File: src/rtl/systolic_drain.sv
// systolic_drain
// Output-side collector for a weight-stationary systolic array. The bottom
// row delivers lane c one cycle later than lane c-1; this block realigns the
// lanes into whole result rows, queues them in a small show-ahead FIFO and
// hands them to the consumer over a valid/ready handshake.
//
// Ports
//   clk        system clock, rising edge
//   reset      asynchronous active-low reset
//   flush      synchronous clear of delay lines and FIFO (error flags kept)
//   in_sum     bottom-row sums, lane c at [c*SUM_WIDTH +: SUM_WIDTH]
//   in_valid   per-lane valid
//   out_row    FIFO head row (zero while empty), same lane packing
//   out_valid  FIFO non-empty
//   out_ready  consumer accepts out_row this cycle
//   level      FIFO occupancy, 0..DEPTH
//   skew_err   sticky: lane valids arrived misaligned
//   overflow   sticky: aligned row dropped because the FIFO was full
module systolic_drain #(
    parameter int DATA_WIDTH = 4,
    parameter int SUM_WIDTH  = DATA_WIDTH * DATA_WIDTH,
    parameter int COLS       = 4,
    parameter int DEPTH      = 4
) (
    input  logic                      clk,
    input  logic                      reset,
    input  logic                      flush,
    input  logic [COLS*SUM_WIDTH-1:0] in_sum,
    input  logic [COLS-1:0]           in_valid,
    output logic [COLS*SUM_WIDTH-1:0] out_row,
    output logic                      out_valid,
    input  logic                      out_ready,
    output logic [$clog2(DEPTH):0]    level,
    output logic                      skew_err,
    output logic                      overflow
);

    localparam int AW = $clog2(DEPTH);
    localparam int LW = AW + 1;
    localparam int RW = COLS * SUM_WIDTH;
    localparam logic [LW-1:0] FULL_LVL = LW'(DEPTH);

    logic [RW-1:0]   last_row;
    logic [COLS-1:0] last_vld;

    // Lane c gets COLS-c stages so that every lane of one row lands in its
    // last stage on the same edge.
    for (genvar c = 0; c < COLS; c++) begin : g_lane
        localparam int NST = COLS - c;

        logic [SUM_WIDTH-1:0] val_q [NST];
        logic [SUM_WIDTH-1:0] val_d [NST];
        logic [NST-1:0]       vld_q;
        logic [NST-1:0]       vld_d;

        always_comb begin
            val_d[0] = in_sum[c*SUM_WIDTH +: SUM_WIDTH];
            vld_d    = '0;
            vld_d[0] = in_valid[c];
            for (int s = 1; s < NST; s++) begin
                val_d[s] = val_q[s-1];
                vld_d[s] = vld_q[s-1];
            end
            if (flush) begin
                vld_d = '0;
            end
        end

        always_ff @(posedge clk or negedge reset) begin
            if (!reset) begin
                for (int s = 0; s < NST; s++) begin
                    val_q[s] <= '0;
                end
                vld_q <= '0;
            end else begin
                for (int s = 0; s < NST; s++) begin
                    val_q[s] <= val_d[s];
                end
                vld_q <= vld_d;
            end
        end

        assign last_row[c*SUM_WIDTH +: SUM_WIDTH] = val_q[NST-1];
        assign last_vld[c]                        = vld_q[NST-1];
    end

    logic [RW-1:0] mem_q [DEPTH];
    logic [AW-1:0] wr_ptr_q, wr_ptr_d;
    logic [AW-1:0] rd_ptr_q, rd_ptr_d;
    logic [LW-1:0] level_q, level_d;
    logic          skew_err_q, skew_err_d;
    logic          overflow_q, overflow_d;
    logic          row_full, row_skew, do_wr, do_rd;

    assign out_valid = (level_q != '0);
    assign out_row   = out_valid ? mem_q[rd_ptr_q] : '0;
    assign level     = level_q;
    assign skew_err  = skew_err_q;
    assign overflow  = overflow_q;

    always_comb begin
        row_full = &last_vld;
        row_skew = (|last_vld) && !row_full;
        do_rd    = out_valid && out_ready && !flush;
        // A full FIFO still takes the row when the head leaves this cycle.
        do_wr    = row_full && !flush && ((level_q != FULL_LVL) || do_rd);

        wr_ptr_d = wr_ptr_q;
        rd_ptr_d = rd_ptr_q;
        level_d  = level_q;
        if (flush) begin
            wr_ptr_d = '0;
            rd_ptr_d = '0;
            level_d  = '0;
        end else begin
            if (do_wr) wr_ptr_d = wr_ptr_q + AW'(1);
            if (do_rd) rd_ptr_d = rd_ptr_q + AW'(1);
            case ({do_wr, do_rd})
                2'b10:   level_d = level_q + LW'(1);
                2'b01:   level_d = level_q - LW'(1);
                default: level_d = level_q;
            endcase
        end

        skew_err_d = skew_err_q | row_skew;
        overflow_d = overflow_q | (row_full && !flush && !do_wr);
    end

    always_ff @(posedge clk or negedge reset) begin
        if (!reset) begin
            wr_ptr_q   <= '0;
            rd_ptr_q   <= '0;
            level_q    <= '0;
            skew_err_q <= 1'b0;
            overflow_q <= 1'b0;
        end else begin
            wr_ptr_q   <= wr_ptr_d;
            rd_ptr_q   <= rd_ptr_d;
            level_q    <= level_d;
            skew_err_q <= skew_err_d;
            overflow_q <= overflow_d;
        end
    end

    // Row storage is not reset; out_row is gated while empty instead.
    always_ff @(posedge clk) begin
        if (do_wr) begin
            mem_q[wr_ptr_q] <= last_row;
        end
    end

endmodule

File: config.mk
export PLATFORM = sky130hd
export DESIGN_NAME = systolic_drain
export DESIGN_NICKNAME = d
export VERILOG_FILES = /design/src/rtl/systolic_drain.sv
export SDC_FILE = /design/constraint.sdc
export NUM_CORES = 1
export LEC_CHECK = 0
export ABC_AREA = 1
export ABC_CLOCK_PERIOD_IN_PS = 3800
export CAP_MARGIN = 30
export CORE_MARGIN = 1.5
export CORE_UTILIZATION = 30
export CTS_CLUSTER_SIZE = 40
export DETAILED_ROUTE_END_ITERATION = 10
export SYNTH_ARGS = -nofsm -noshare
export SYNTH_HDL_FRONTEND = slang
export SYNTH_SLANG_ARGS = --single-unit
export TNS_END_PERCENT = 30
File: constraint.sdc
create_clock -name clk -period 3.8 [get_ports clk]
set_clock_uncertainty 0.2 [all_clocks]
set_input_delay 0.38 -clock clk [delete_from_list [all_inputs] [get_ports clk]]
set_output_delay 0.38 -clock clk [all_outputs]
set_load 0.005 [all_outputs]
Word level (Yosys, flattened, before mapping)
Memory sizes are Yosys's and may differ from the RTL's.
Index checks and enable logic that the tools add are counted.
{"block": "totals", "output_inout_bits": 70, "n_memories": 1, "word_cells": 58, "ff_bits": 179, "mem_bits_rw": 256, "inputBits": 72}
{"block": "op_classes", "n_eq_ne": 3, "n_addsub": 4, "n_reduce_logical": 16, "n_bitwise": 2, "n_mux": 13}
{"name": "mem_q", "words": 4, "word_bits": 64, "rd": 1, "rd_ports_with_merged_regs": 0, "write_ports": 1, "line": "87", "source": "logic [RW-1:0] mem_q [DEPTH];"}
{"op": "$mux 64", "n": 1}
{"op": "$mux 2", "n": 5}
{"op": "$logic_and 1x1->1", "n": 6}
{"op": "$mux 3", "n": 2}
{"op": "$pmux 3 s2", "n": 1}
{"op": "$reduce_bool 3->1", "n": 2}
{"op": "$add 2x1->2 const B", "n": 2}
{"op": "$mux 4", "n": 1}
{"op": "$reduce_and 4->1", "n": 1}
{"op": "$reduce_bool 2->1", "n": 2}
{"op": "$reduce_or 4->1", "n": 1}
{"op": "$add 3x1->3 const B", "n": 1}
{"op": "$logic_not 1->1", "n": 3}
{"op": "$mux 1", "n": 3}
{"op": "$ne 3x3->1 const B", "n": 1}
{"op": "$sub 3x1->3 const B", "n": 1}
{"op": "$eq 2x1->1 const B", "n": 1}
{"op": "$eq 2x2->1 const B", "n": 1}
{"op": "$or 1x1->1", "n": 2}
{"op": "$logic_or 1x1->1", "n": 1}

Longest topological paths before layout
Gate-level depths: netlist (run 1).
{"block": "depth", "ltp_word": 8, "mapped_depth": 10, "ltp_nobuf": 10}

Worst setup path after synthesis (run 1)
Ideal clock, no wire load.
{"block": "synth_path", "kind": "input to register", "startpoint": "in flush", "endpoint": "mem mem_q[0][0] in the netlist's numbering, enable pin", "stages": 4, "path_buffers": 1, "setup_time_ns": 0.487, "required_ns": 3.113, "arrival_time_ns": 3.635, "path_slack_ns": -0.522, "cell_sequence": "buf_2 o211ai_1 nand2_1 nor2_1"}
{"block": "synth_via", "elab_chain_len": 6, "elab_cells_between_ends": 7, "classes_between": "2 x mux; 5 x reduce/logical"}
{"item": "from (decl)", "line": "27", "source": "input logic flush,"}
{"item": "$logic_not 1->1 (*)", "line": "104, 106"}
{"item": "$logic_and 1x1->1", "line": "104", "source": "do_rd = out_valid && out_ready && !flush;"}
{"item": "$logic_or 1x1->1", "line": "106", "source": "do_wr = row_full && !flush && ((level_q != FULL_LVL) || do_rd);"}
{"item": "$logic_and 1x1->1 (*)", "line": "106"}
{"item": "$mux 1 (*)", "line": "147", "source": "if (do_wr) begin"}
{"item": "$mux 1 (implied by the code) (*)", "line": "148", "source": "mem_q[wr_ptr_q] <= last_row;"}
{"item": "to (decl)", "line": "87"}
Mark *: on every way between the ends. The rest lies on a longest branch, timed or not.

Worst setup path after layout (run 1)
{"block": "layout_path", "startpoint": "reg rd_ptr_q[0]", "endpoint": "out out_row[63]"}
{"block": "layout_via", "elab_chain_len": 2}
{"item": "from (decl)", "line": "89", "source": "logic [AW-1:0] rd_ptr_q, rd_ptr_d;"}
{"item": "from (signal assigned)", "line": "138", "source": "rd_ptr_q <= rd_ptr_d;"}
{"item": "$mem_v2 4x64"}
{"item": "$mux 64", "line": "96", "source": "assign out_row = out_valid ? mem_q[rd_ptr_q] : '0;"}
{"item": "to (decl)", "line": "30", "source": "output logic [COLS*SUM_WIDTH-1:0] out_row,"}
Every way passes these cells.

==> run_results.csv, run 1 <==
group,metric,value,unit
finish,mostFrequentLayoutCells,"sky130_fd_sc_hd__nor2_1, sky130_fd_sc_hd__edfxtp_1, sky130_fd_sc_hd__dfrtp_1",
timing,final.period_utilization,92.7,%
yosys,yosysSeqAreaShare,82.2,%
cts,tritoncts_num_sinks,435,
critical_path,path_max_fanout,44,
power_and_ir_drop,vdd_drop_max,0.323,mV
place,place.detailed.hpwl,17.5,mm
grt,pin_count_of_the_biggest_net_entering_global_routing,112,
hold_path,holdCritPathClass,"primary input to asynchronous set/reset pin",
outcome,run_status,"finished, final reports clean",
critical_path,crit_slowest_cell,"sky130_fd_sc_hd__dfrtp_4",
yosys,synth-seq-cells,435,
cts,clk-insertion-delay-late,0.57,ns
cts,holdBufCountCts,1,
floorplan,total_die_area,50700,µm²
timing,setup_viol,0,
timing,final_hold_violating_endpoints,0,
grt,gr-total-overflow,0,
detailed_routing,post-route-drc-count,0,
yosys,syn_nets,1097,
floorplan,fp.coreArea,48800,µm²
cts,post_cts_resize_count,0,
cts,tritoncts_clock_tree,"done",
critical_path,critical_path.startpoint,"rd_ptr_q[0]$_DFFE_PN0P_",
detailed_routing,post_drt_wl_per_cell,16.2,µm
cts,cts.root.buffer_cell,"sky130_fd_sc_hd__clkbuf_16",
grt,global_route.usage.total,12.1,%
critical_path,critical_path.max_stage_delay,0.63,ns
yosys,yosysWarnings,0,
critical_path,startpoint_type,"flip-flop",
critical_path,critical_path.reg2reg.startpoint,"g_lane[2].vld_q[1]$_DFF_PN0_",
critical_path,critical_path_cell_count,6,
finish,num-nets-final,1257,
floorplan,placement_rows,81,
grt,grt_antenna_before_repair,0,
timing,setup_total_negative_slack,0,ns
detailed_routing,drt-total-wl,30.4,mm
timing,hold_slack,0.0405,ns
detailed_routing,route.vias.total,8073,
cts,total_cts_buffers,47,
timing,worst-slew-pin-transition,0.897,ns
yosys,synth_cells,1020,
floorplan,die_h,225,µm
yosys,post_synth_instance_area,14800,µm²
finish,area_growth,26.0,%
finish,final_area,18600,µm²
grt,first_global_vias,8264,
timing,max-slew-margin-rel,40.2,%
critical_path,worst-r2r-setup-slack,1.42,ns
critical_path,crit_top_cell,"sky130_fd_sc_hd__nor2_1",
detailed_routing,antenna_violating_nets_post_route,0,
timing,period_needed,3.52,ns
critical_path,arrival_time_reported_for_the_critical_path_endpoint,2.94,ns
finish,final_common_cell,"sky130_fd_sc_hd__nor2_1",
yosys,ys_types,26,
timing,maximum_frequency_from_static_timing_analysis,284,MHz
grt,grt_pass1_wl,46.8,mm
critical_path,reg2reg_to,"mem_q[3][53]$_DFFE_PP_",
detailed_routing,firstDrtPassIters,5,
cts,clkTransAtPathRegs,0.06,ns
critical_path,setup.worst_path.class,"flip-flop to primary output",
place,routabilityCongestion,0.720,
floorplan,die_w,225,µm
critical_path,path_delay_family,"buffers and inverters",
critical_path,worstSetupEndpoint,"out_row[63]",
power_and_ir_drop,leakagePower,6.83,nW
critical_path,rr_worst_depth,7,
cts,cts_htree_levels,2,
place,post_dp_cell_area,17000,µm²
critical_path,crit_chain,"buf_4 > nor2_1 > nor2_1 > o21ai_0 > a21oi_1 > clkdlybuf4s50_1",
place,numPortBuffers,141,
detailed_routing,dr.first_iter.drc_count,406,
critical_path,cp.buffers_inverters,2,
finish,antenna_cells_inserted,0,
finish,n_fill_cell,4575,
floorplan,io_pins,142,
timing,drv_slew,0,
critical_path,cp_data_required_time,3.22,ns
finish,layout-drive-gt1-share,8.37,%
flow_run,max-cap-violations,0,
cts,clk_path_buf_depth,3,
timing,rsz0062_at_grt,"no",
floorplan,initial_core_util,30.3,%
critical_path,worstSetupEndpointType,"primary output",
yosys,synth.avg_cell_area,14.5,µm²
power_and_ir_drop,power.density,636,nW/µm²
cts,cts_setup_buffers,0,
detailed_routing,viasPerCell,4.29,
[final cells by class]
type                       instances  area, µm²  area share [%]
tap                              664        831            4.46
timing repair buffer             161       1680            8.99
clock inverter                    15        151           0.812
inverter                          26        100           0.537
sequential                       435      12200            65.3
clock buffer                      73       1420            7.61
multi-input combinational        509       2290            12.3
[worst reg2reg max path, cell delays in order (launching register included)]
cell and delay [ns]:
sky130_fd_sc_hd__dfrtp_1 0.34, sky130_fd_sc_hd__nand2_1 0.07, sky130_fd_sc_hd__inv_1 0.05, sky130_fd_sc_hd__nand2_1 0.10, sky130_fd_sc_hd__nor2_1 0.18, sky130_fd_sc_hd__nand2_1 0.30
sky130_fd_sc_hd__nor2_4 0.52, sky130_fd_sc_hd__buf_12 0.28
[flip-flops by register name, indices dropped and copies added (netlist names)]
name,count
overflow,1
g_lane.vld_q,10
mem_q,256
wr_ptr_q,2
g_lane.val_q,64
level,3
g_lane.val_d,96
rd_ptr_q,2
skew_err,1
[layer usage]
metal | global-route usage [%] | share of wire (%) | vias to the layer above | wire length, µm
li1 | - | - | 3846 | -
met1 | 15.6 | 45 | 3982 | 13600
met2 | 19.7 | 48 | 191 | 14500
met3 | 2.75 | 5.0 | 54 | 1510
met4 | 5.20 | 2.8 | 0 | 858
met5 | 0 | 0 | - | 0
[how the worst min path moves through the flow]
stage                                   from                            end  slack, ns  cells after the start
2_1_floorplan                          reset   g_lane[0].val_d[0]$_DFF_PN0_      -0.12                      0
3_3_place_gp   g_lane[0].val_d[36]$_DFF_PN0_  g_lane[0].val_d[20]$_DFF_PN0_       0.13                      0
3_5_place_dp   g_lane[0].val_d[16]$_DFF_PN0_   g_lane[0].val_d[0]$_DFF_PN0_       0.13                      0
4_1_cts                           in_sum[11]  g_lane[0].val_d[43]$_DFF_PN0_      0.007                      1
5_1_grt                            in_sum[0]  g_lane[0].val_d[32]$_DFF_PN0_       0.02                      1
6_report                               reset  g_lane[1].val_d[11]$_DFF_PN0_       0.04                      2
[through the flow]
step                instances  power [mW]  worst slack (ns)  util (%)
global placement         1793        7.45             0.810      34.9
global route             1883        12.4             0.118      38.2
detailed placement       1793        7.47             0.743      34.9
CTS                      1882        12.1             0.249      38.1
floorplan                1020        6.22            -0.522         -
finish                   1883        11.9             0.276      38.2
[synthesized netlist by cell type]
cell,count,area (µm²)
sky130_fd_sc_hd__a21oi_1,67,335
sky130_fd_sc_hd__nand3b_1,1,7.51
sky130_fd_sc_hd__nand3_1,10,50.1
sky130_fd_sc_hd__edfxtp_1,256,7690
sky130_fd_sc_hd__clkbuf_1,12,45.0
sky130_fd_sc_hd__buf_4,14,105
sky130_fd_sc_hd__xnor2_1,1,8.76
sky130_fd_sc_hd__fa_1,1,20.0
sky130_fd_sc_hd__nand2_1,12,45.0
sky130_fd_sc_hd__a31oi_1,1,6.26
sky130_fd_sc_hd__nand2_2,1,6.26
sky130_fd_sc_hd__buf_6,2,22.5
sky130_fd_sc_hd__inv_2,2,7.51
sky130_fd_sc_hd__o21ai_1,3,15.0
sky130_fd_sc_hd__nor4_1,1,6.26
sky130_fd_sc_hd__o211ai_1,1,7.51
sky130_fd_sc_hd__nand4_1,1,6.26
sky130_fd_sc_hd__nand4_2,1,12.5
sky130_fd_sc_hd__dfrtp_1,179,4480
sky130_fd_sc_hd__o21bai_1,2,15.0
sky130_fd_sc_hd__buf_1,9,33.8
sky130_fd_sc_hd__ha_1,4,50.1
sky130_fd_sc_hd__nor2_1,275,1030
sky130_fd_sc_hd__buf_2,13,65.1
sky130_fd_sc_hd__inv_1,24,90.1
sky130_fd_sc_hd__o21ai_0,127,636
[cell families (layout without fill, tap and decap cells)]
group           count (synthesis)  in the layout  synth area share (%)
xor+xnor                        1              1                0.0592
fa+ha+maj                       5              5                 0.474
flops                         435            435                  82.2
compound gates                201            201                  6.86
buf+inv                        76            275                  2.49
simple gates                  302            302                  7.88
[power breakdown]
group | switching (mW) | leakage [nW] | internal [mW] | total [mW]
Sequential | 0.102 | 4.41 | 5.12 | 5.22
Combinational | 1.14 | 1.65 | 0.975 | 2.11
Clock | 1.80 | 0.765 | 2.72 | 4.52
(Power assumes the default switching activity.)
==> inputs of run 2 (changes only) <==
Settings changed: CAP_MARGIN 30 to 40.
==> run_results.csv, run 2 (synthesized netlist as in run 1, its figures left out) <==
group,metric,value,unit
outcome,run_status,"finished, final reports clean",
cts,cts.root.buffer_cell,"sky130_fd_sc_hd__clkbuf_16",
place,routabilityCongestion,0.720,
hold_path,holdCritPathClass,"primary input to asynchronous set/reset pin",
grt,grt_antenna_before_repair,0,
timing,setup_viol,0,
grt,gr-total-overflow,0,
detailed_routing,antenna_violating_nets_post_route,0,
floorplan,fp.coreArea,48800,µm²
timing,worst-slew-pin-transition,0.874,ns
floorplan,placement_rows,81,
cts,clkTransAtPathRegs,0.06,ns
critical_path,worst-r2r-setup-slack,1.42,ns
detailed_routing,route.vias.total,8081,
cts,clk_path_buf_depth,3,
timing,final_hold_violating_endpoints,0,
power_and_ir_drop,seqPwrFrac,43.0,%
critical_path,startpoint_type,"flip-flop",
finish,final_common_cell,"sky130_fd_sc_hd__nor2_1",
critical_path,worstSetupEndpointType,"primary output",
critical_path,arrival_time_reported_for_the_critical_path_endpoint,2.92,ns
power_and_ir_drop,netSwitchingFraction,25.5,%
critical_path,rr_worst_depth,7,
detailed_routing,dr.first_iter.drc_count,459,
critical_path,reg2reg_to,"mem_q[3][32]$_DFFE_PP_",
floorplan,total_die_area,50700,µm²
grt,first_global_vias,8252,
critical_path,cp_data_required_time,3.22,ns
cts,holdBufCountCts,3,
timing,rsz0062_at_grt,"no",
cts,post_cts_resize_count,0,
timing,drv_slew,0,
power_and_ir_drop,leakagePower,6.92,nW
timing,max-slew-margin-rel,41.7,%
detailed_routing,firstDrtPassIters,4,
timing,final.period_utilization,92.2,%
floorplan,initial_core_util,30.3,%
finish,mostFrequentLayoutCells,"sky130_fd_sc_hd__nor2_1, sky130_fd_sc_hd__edfxtp_1, sky130_fd_sc_hd__dfrtp_1",
critical_path,setup.worst_path.class,"flip-flop to primary output",
floorplan,die_h,225,µm
cts,cts_htree_levels,2,
timing,maximum_frequency_from_static_timing_analysis,285,MHz
flow_run,max-cap-violations,0,
power_and_ir_drop,vdd_drop_max,0.338,mV
critical_path,path_max_fanout,44,
place,place.detailed.hpwl,17.6,mm
power_and_ir_drop,comb_power_share,17.4,%
floorplan,die_w,225,µm
finish,area_growth,27.0,%
grt,grt_pass1_wl,46.6,mm
critical_path,critical_path.reg2reg.startpoint,"g_lane[2].vld_q[1]$_DFF_PN0_",
finish,register_with_the_most_flip_flops,"mem_q",
power_and_ir_drop,clock_power_share,39.5,%
finish,num-nets-final,1260,
power_and_ir_drop,cell_internal_pwr,9.04,mW
detailed_routing,post-route-drc-count,0,
detailed_routing,drt-total-wl,30.2,mm
grt,pin_count_of_the_biggest_net_entering_global_routing,92,
cts,tritoncts_num_sinks,435,
finish,layoutNonFillerInstCount,1886,
finish,n_fill_cell,4555,
floorplan,io_pins,142,
cts,total_cts_buffers,47,
cts,tritoncts_clock_tree,"done",
place,dp_worst_setup_slack,0.771,ns
place,numPortBuffers,141,
finish,layout-drive-gt1-share,9.17,%
finish,antenna_cells_inserted,0,
timing,postLayoutSetupSlackWorst,0.297,ns
detailed_routing,post_drt_wl_per_cell,16.0,µm
cts,clk-insertion-delay-late,0.58,ns
detailed_routing,viasPerCell,4.28,
timing,period_needed,3.50,ns
place,numPlacedInstances,1795,
cts,cts_setup_buffers,0,
grt,global_route.usage.total,12.0,%
power_and_ir_drop,power.density,646,nW/µm²
power_and_ir_drop,p_sw,3.10,mW
finish,largest_register_ffs,256,
run 2: worst max path at each step:
stage	start	end	slack [ns]	cells past startpoint
2_1_floorplan	flush	mem_q[0][0]$_DFFE_PP_	-0.52	4
4_1_cts	rd_ptr_q[0]$_DFFE_PN0P_	out_row[63]	0.25	6
3_5_place_dp	out_ready	mem_q[3][38]$_DFFE_PP_	0.77	6
5_1_grt	rd_ptr_q[0]$_DFFE_PN0P_	out_row[63]	0.09	6
6_report	rd_ptr_q[0]$_DFFE_PN0P_	out_row[63]	0.30	6
3_3_place_gp	out_ready	mem_q[3][39]$_DFFE_PP_	0.81	6
run 2: power by group through the flow:
stage	Combinational, mW	Clock [mW]	Sequential [mW]
floorplan	0.956	0	5.26
detailed placement	2.16	0	5.32
global placement	2.13	0	5.32
finish	2.12	4.80	5.22
global route	2.34	5.15	5.24
CTS	2.17	4.96	5.23
run 2: critical path, stage by stage (launching register included):
cell,delay (ns)
sky130_fd_sc_hd__dfrtp_4,0.63
sky130_fd_sc_hd__buf_4,0.50
sky130_fd_sc_hd__nor2_1,0.11
sky130_fd_sc_hd__nor2_1,0.09
sky130_fd_sc_hd__o21ai_0,0.09
sky130_fd_sc_hd__a21oi_1,0.34
sky130_fd_sc_hd__clkdlybuf4s50_1,0.57
run 2: routing by layer:
metal,vias to the layer above,global-route usage (%),wire length (µm)
li1,3853,-,-
met4,0,3.94,715
met3,43,3.23,1380
met5,-,0,0
met1,4010,15.5,13600
met2,175,19.7,14600
run 2: metrics by stage:
| stage | setup TNS [ns] | hold WS, ns | utilization, % | total power [mW] | cell area [µm²] |
|---|---|---|---|---|---|
| 2_1_floorplan | -133.51 | -0.116 | - | 6.22 | 14800 |
| 5_1_grt | 0 | 0.00136 | 38.5 | 12.7 | 18800 |
| 4_1_cts | 0 | 0.00187 | 38.5 | 12.4 | 18800 |
| 3_5_place_dp | 0 | 0.0705 | 35.0 | 7.48 | 17100 |
| 3_3_place_gp | 0 | 0.133 | 34.9 | 7.45 | 17000 |
| 6_report | 0 | 0.0367 | 38.5 | 12.1 | 18800 |
run 2: final cells by class:
cell class / count / area, µm² / share of cell area, %
Clock inverter: 22 / 256 / 1.36
Inverter: 26 / 100 / 0.533
Tap cell: 664 / 831 / 4.42
Timing Repair Buffer: 164 / 1720 / 9.13
Sequential cell: 435 / 12200 / 64.8
Multi-Input combinational cell: 509 / 2290 / 12.2
Clock buffer: 66 / 1430 / 7.62
==> inputs of run 3 (changes only) <==
Settings changed: CORE_ASPECT_RATIO set to 1.2.
==> run_results.csv, run 3 (synthesized netlist as in run 1, its figures left out) <==
group,metric,value,unit
outcome,run_status,"finished, final reports clean",
power_and_ir_drop,power.density,637,nW/µm²
detailed_routing,firstDrtPassIters,4,
place,numPortBuffers,141,
finish,area_growth,25.6,%
critical_path,path_max_fanout,48,
critical_path,startpoint_type,"flip-flop",
cts,tritoncts_num_sinks,435,
floorplan,initial_core_util,30.6,%
critical_path,worstSetupEndpointType,"primary output",
cts,clk-insertion-delay-late,0.56,ns
finish,layout-drive-gt1-share,8.87,%
place,post_dp_cell_area,17000,µm²
detailed_routing,post-route-drc-count,0,
detailed_routing,antenna_violating_nets_post_route,0,
floorplan,placement_rows,88,
timing,rsz0062_at_grt,"no",
critical_path,setup.worst_path.class,"flip-flop to primary output",
timing,maximum_frequency_from_static_timing_analysis,296,MHz
flow_run,max-cap-violations,0,
finish,final_area,18600,µm²
cts,clkTransAtPathRegs,0.06,ns
floorplan,die_w,206,µm
place,routabilityCongestion,0.712,
timing,worst-slew-pin-transition,0.728,ns
detailed_routing,dr.first_iter.drc_count,381,
timing,period_needed,3.38,ns
timing,setup_viol,0,
timing,drv_slew,0,
critical_path,arrival_time_reported_for_the_critical_path_endpoint,2.80,ns
grt,pin_count_of_the_biggest_net_entering_global_routing,130,
power_and_ir_drop,vdd_drop_max,0.603,mV
critical_path,cp_data_required_time,3.22,ns
floorplan,total_die_area,50700,µm²
place,place.detailed.hpwl,17.6,mm
detailed_routing,route.vias.total,8073,
finish,register_with_the_most_flip_flops,"mem_q",
cts,tritoncts_clock_tree,"done",
detailed_routing,drt-total-wl,30.6,mm
cts,clk_path_buf_depth,3,
timing,final_hold_violating_endpoints,0,
hold_path,holdCritPathClass,"primary input to flip-flop",
finish,mostFrequentLayoutCells,"sky130_fd_sc_hd__nor2_1, sky130_fd_sc_hd__edfxtp_1, sky130_fd_sc_hd__dfrtp_1",
floorplan,fp.coreArea,48300,µm²
cts,total_cts_buffers,44,
floorplan,die_h,246,µm
finish,antenna_cells_inserted,0,
grt,gr-total-overflow,0,
floorplan,io_pins,142,
cts,cts.root.buffer_cell,"sky130_fd_sc_hd__clkbuf_16",
finish,largest_register_ffs,256,
grt,grt_pass1_wl,47.5,mm
finish,final_common_cell,"sky130_fd_sc_hd__nor2_1",
power_and_ir_drop,leakagePower,6.83,nW
cts,cts_htree_levels,2,
detailed_routing,post_drt_wl_per_cell,16.6,µm
grt,first_global_vias,8405,
detailed_routing,viasPerCell,4.37,
timing,final.period_utilization,89.0,%
grt,global_route.usage.total,12.4,%
timing,max-slew-margin-rel,51.5,%
finish,num-nets-final,1258,
grt,grt_antenna_before_repair,2,
finish,final_util,38.4,%
==> run 3: changes by cell type in the layout (fill, tap and decap cells not counted), sizes merged <==
cell,previous run,this run
clkinv,10,19
dlygate4sd3,3,1
inv,32,31
buf,20,23
clkbuf,67,52
bufinv,4,5
==> run 3: routing by layer <==
layer	vias up	GRT usage, %	share of wire (%)	wire (µm)
met5	-	0	0	0
met1	4021	15.2	42	12800
met4	0	4.44	2.5	764
met3	47	2.86	5.0	1530
li1	3844	-	-	-
met2	161	21.3	51	15500
==> run 3: worst paths after layout <==
check | slack, ns | start | depth (start not counted) | endpoint
max | 0.42 | rd_ptr_q[0]$_DFFE_PN0P_ | 5 | out_row[7]
min reg2reg | 0.14 | g_lane[2].val_d[7]$_DFF_PN0_ | 0 | g_lane[2].val_q[7]$_DFF_PN0_
min | 0.05 | in_sum[58] | 1 | g_lane[3].val_q[10]$_DFF_PN0_
max reg2reg | 1.43 | g_lane[2].vld_q[1]$_DFF_PN0_ | 7 | mem_q[0][34]$_DFFE_PP_
min in group asynchronous | 0.10 | reset | 2 | g_lane[0].val_d[23]$_DFF_PN0_
max in group asynchronous | 2.66 | reset | 3 | g_lane[2].val_q[1]$_DFF_PN0_
==> run 3: metrics by stage <==
step | total power [mW] | instances | TNS, ns | setup slack [ns] | hold slack, ns
after floorplan | 6.22 | 1020 | -133.51 | -0.522 | -0.116
after global placement | 7.49 | 1763 | 0 | 0.860 | 0.134
after detailed placement | 7.51 | 1764 | 0 | 0.876 | 0.135
after CTS | 12.1 | 1847 | 0 | 0.304 | 0.0102
after global routing | 12.4 | 1847 | 0 | 0.230 | 0.0201
final | 11.8 | 1847 | 0 | 0.419 | 0.0516
==> run 3: critical path, cell delays in order (launching register included) <==
cell	delay, ns
sky130_fd_sc_hd__dfrtp_4	0.50
sky130_fd_sc_hd__inv_4	0.37
sky130_fd_sc_hd__buf_4	0.35
sky130_fd_sc_hd__o21ai_0	0.13
sky130_fd_sc_hd__a21oi_1	0.30
sky130_fd_sc_hd__clkdlybuf4s50_1	0.56
==> run 3: final cells by class <==
cell class / count / area [µm²]
timing repair buffer: 165 / 1690
tap: 630 / 788
clock inverter: 31 / 310
inverter: 26 / 100
sequential: 435 / 12200
clock buffer: 51 / 1220
multi-input combinational: 509 / 2290
fill: 4420 / 29800
==> run 3: power by group <==
group | total, mW | leakage [nW] | switching, mW | internal, mW
Combinational | 2.14 | 1.67 | 1.15 | 0.994
Clock | 4.49 | 0.753 | 1.82 | 2.67
Sequential | 5.21 | 4.41 | 0.0923 | 5.12
==> run 3: repair_timing <==
item / 4_1_cts / 5_1_grt
hold buffers: 1 / 0
gates resized for setup: 0 / 0
buffers inserted: 0 / 0
hold endpoints to repair: 179 / 0
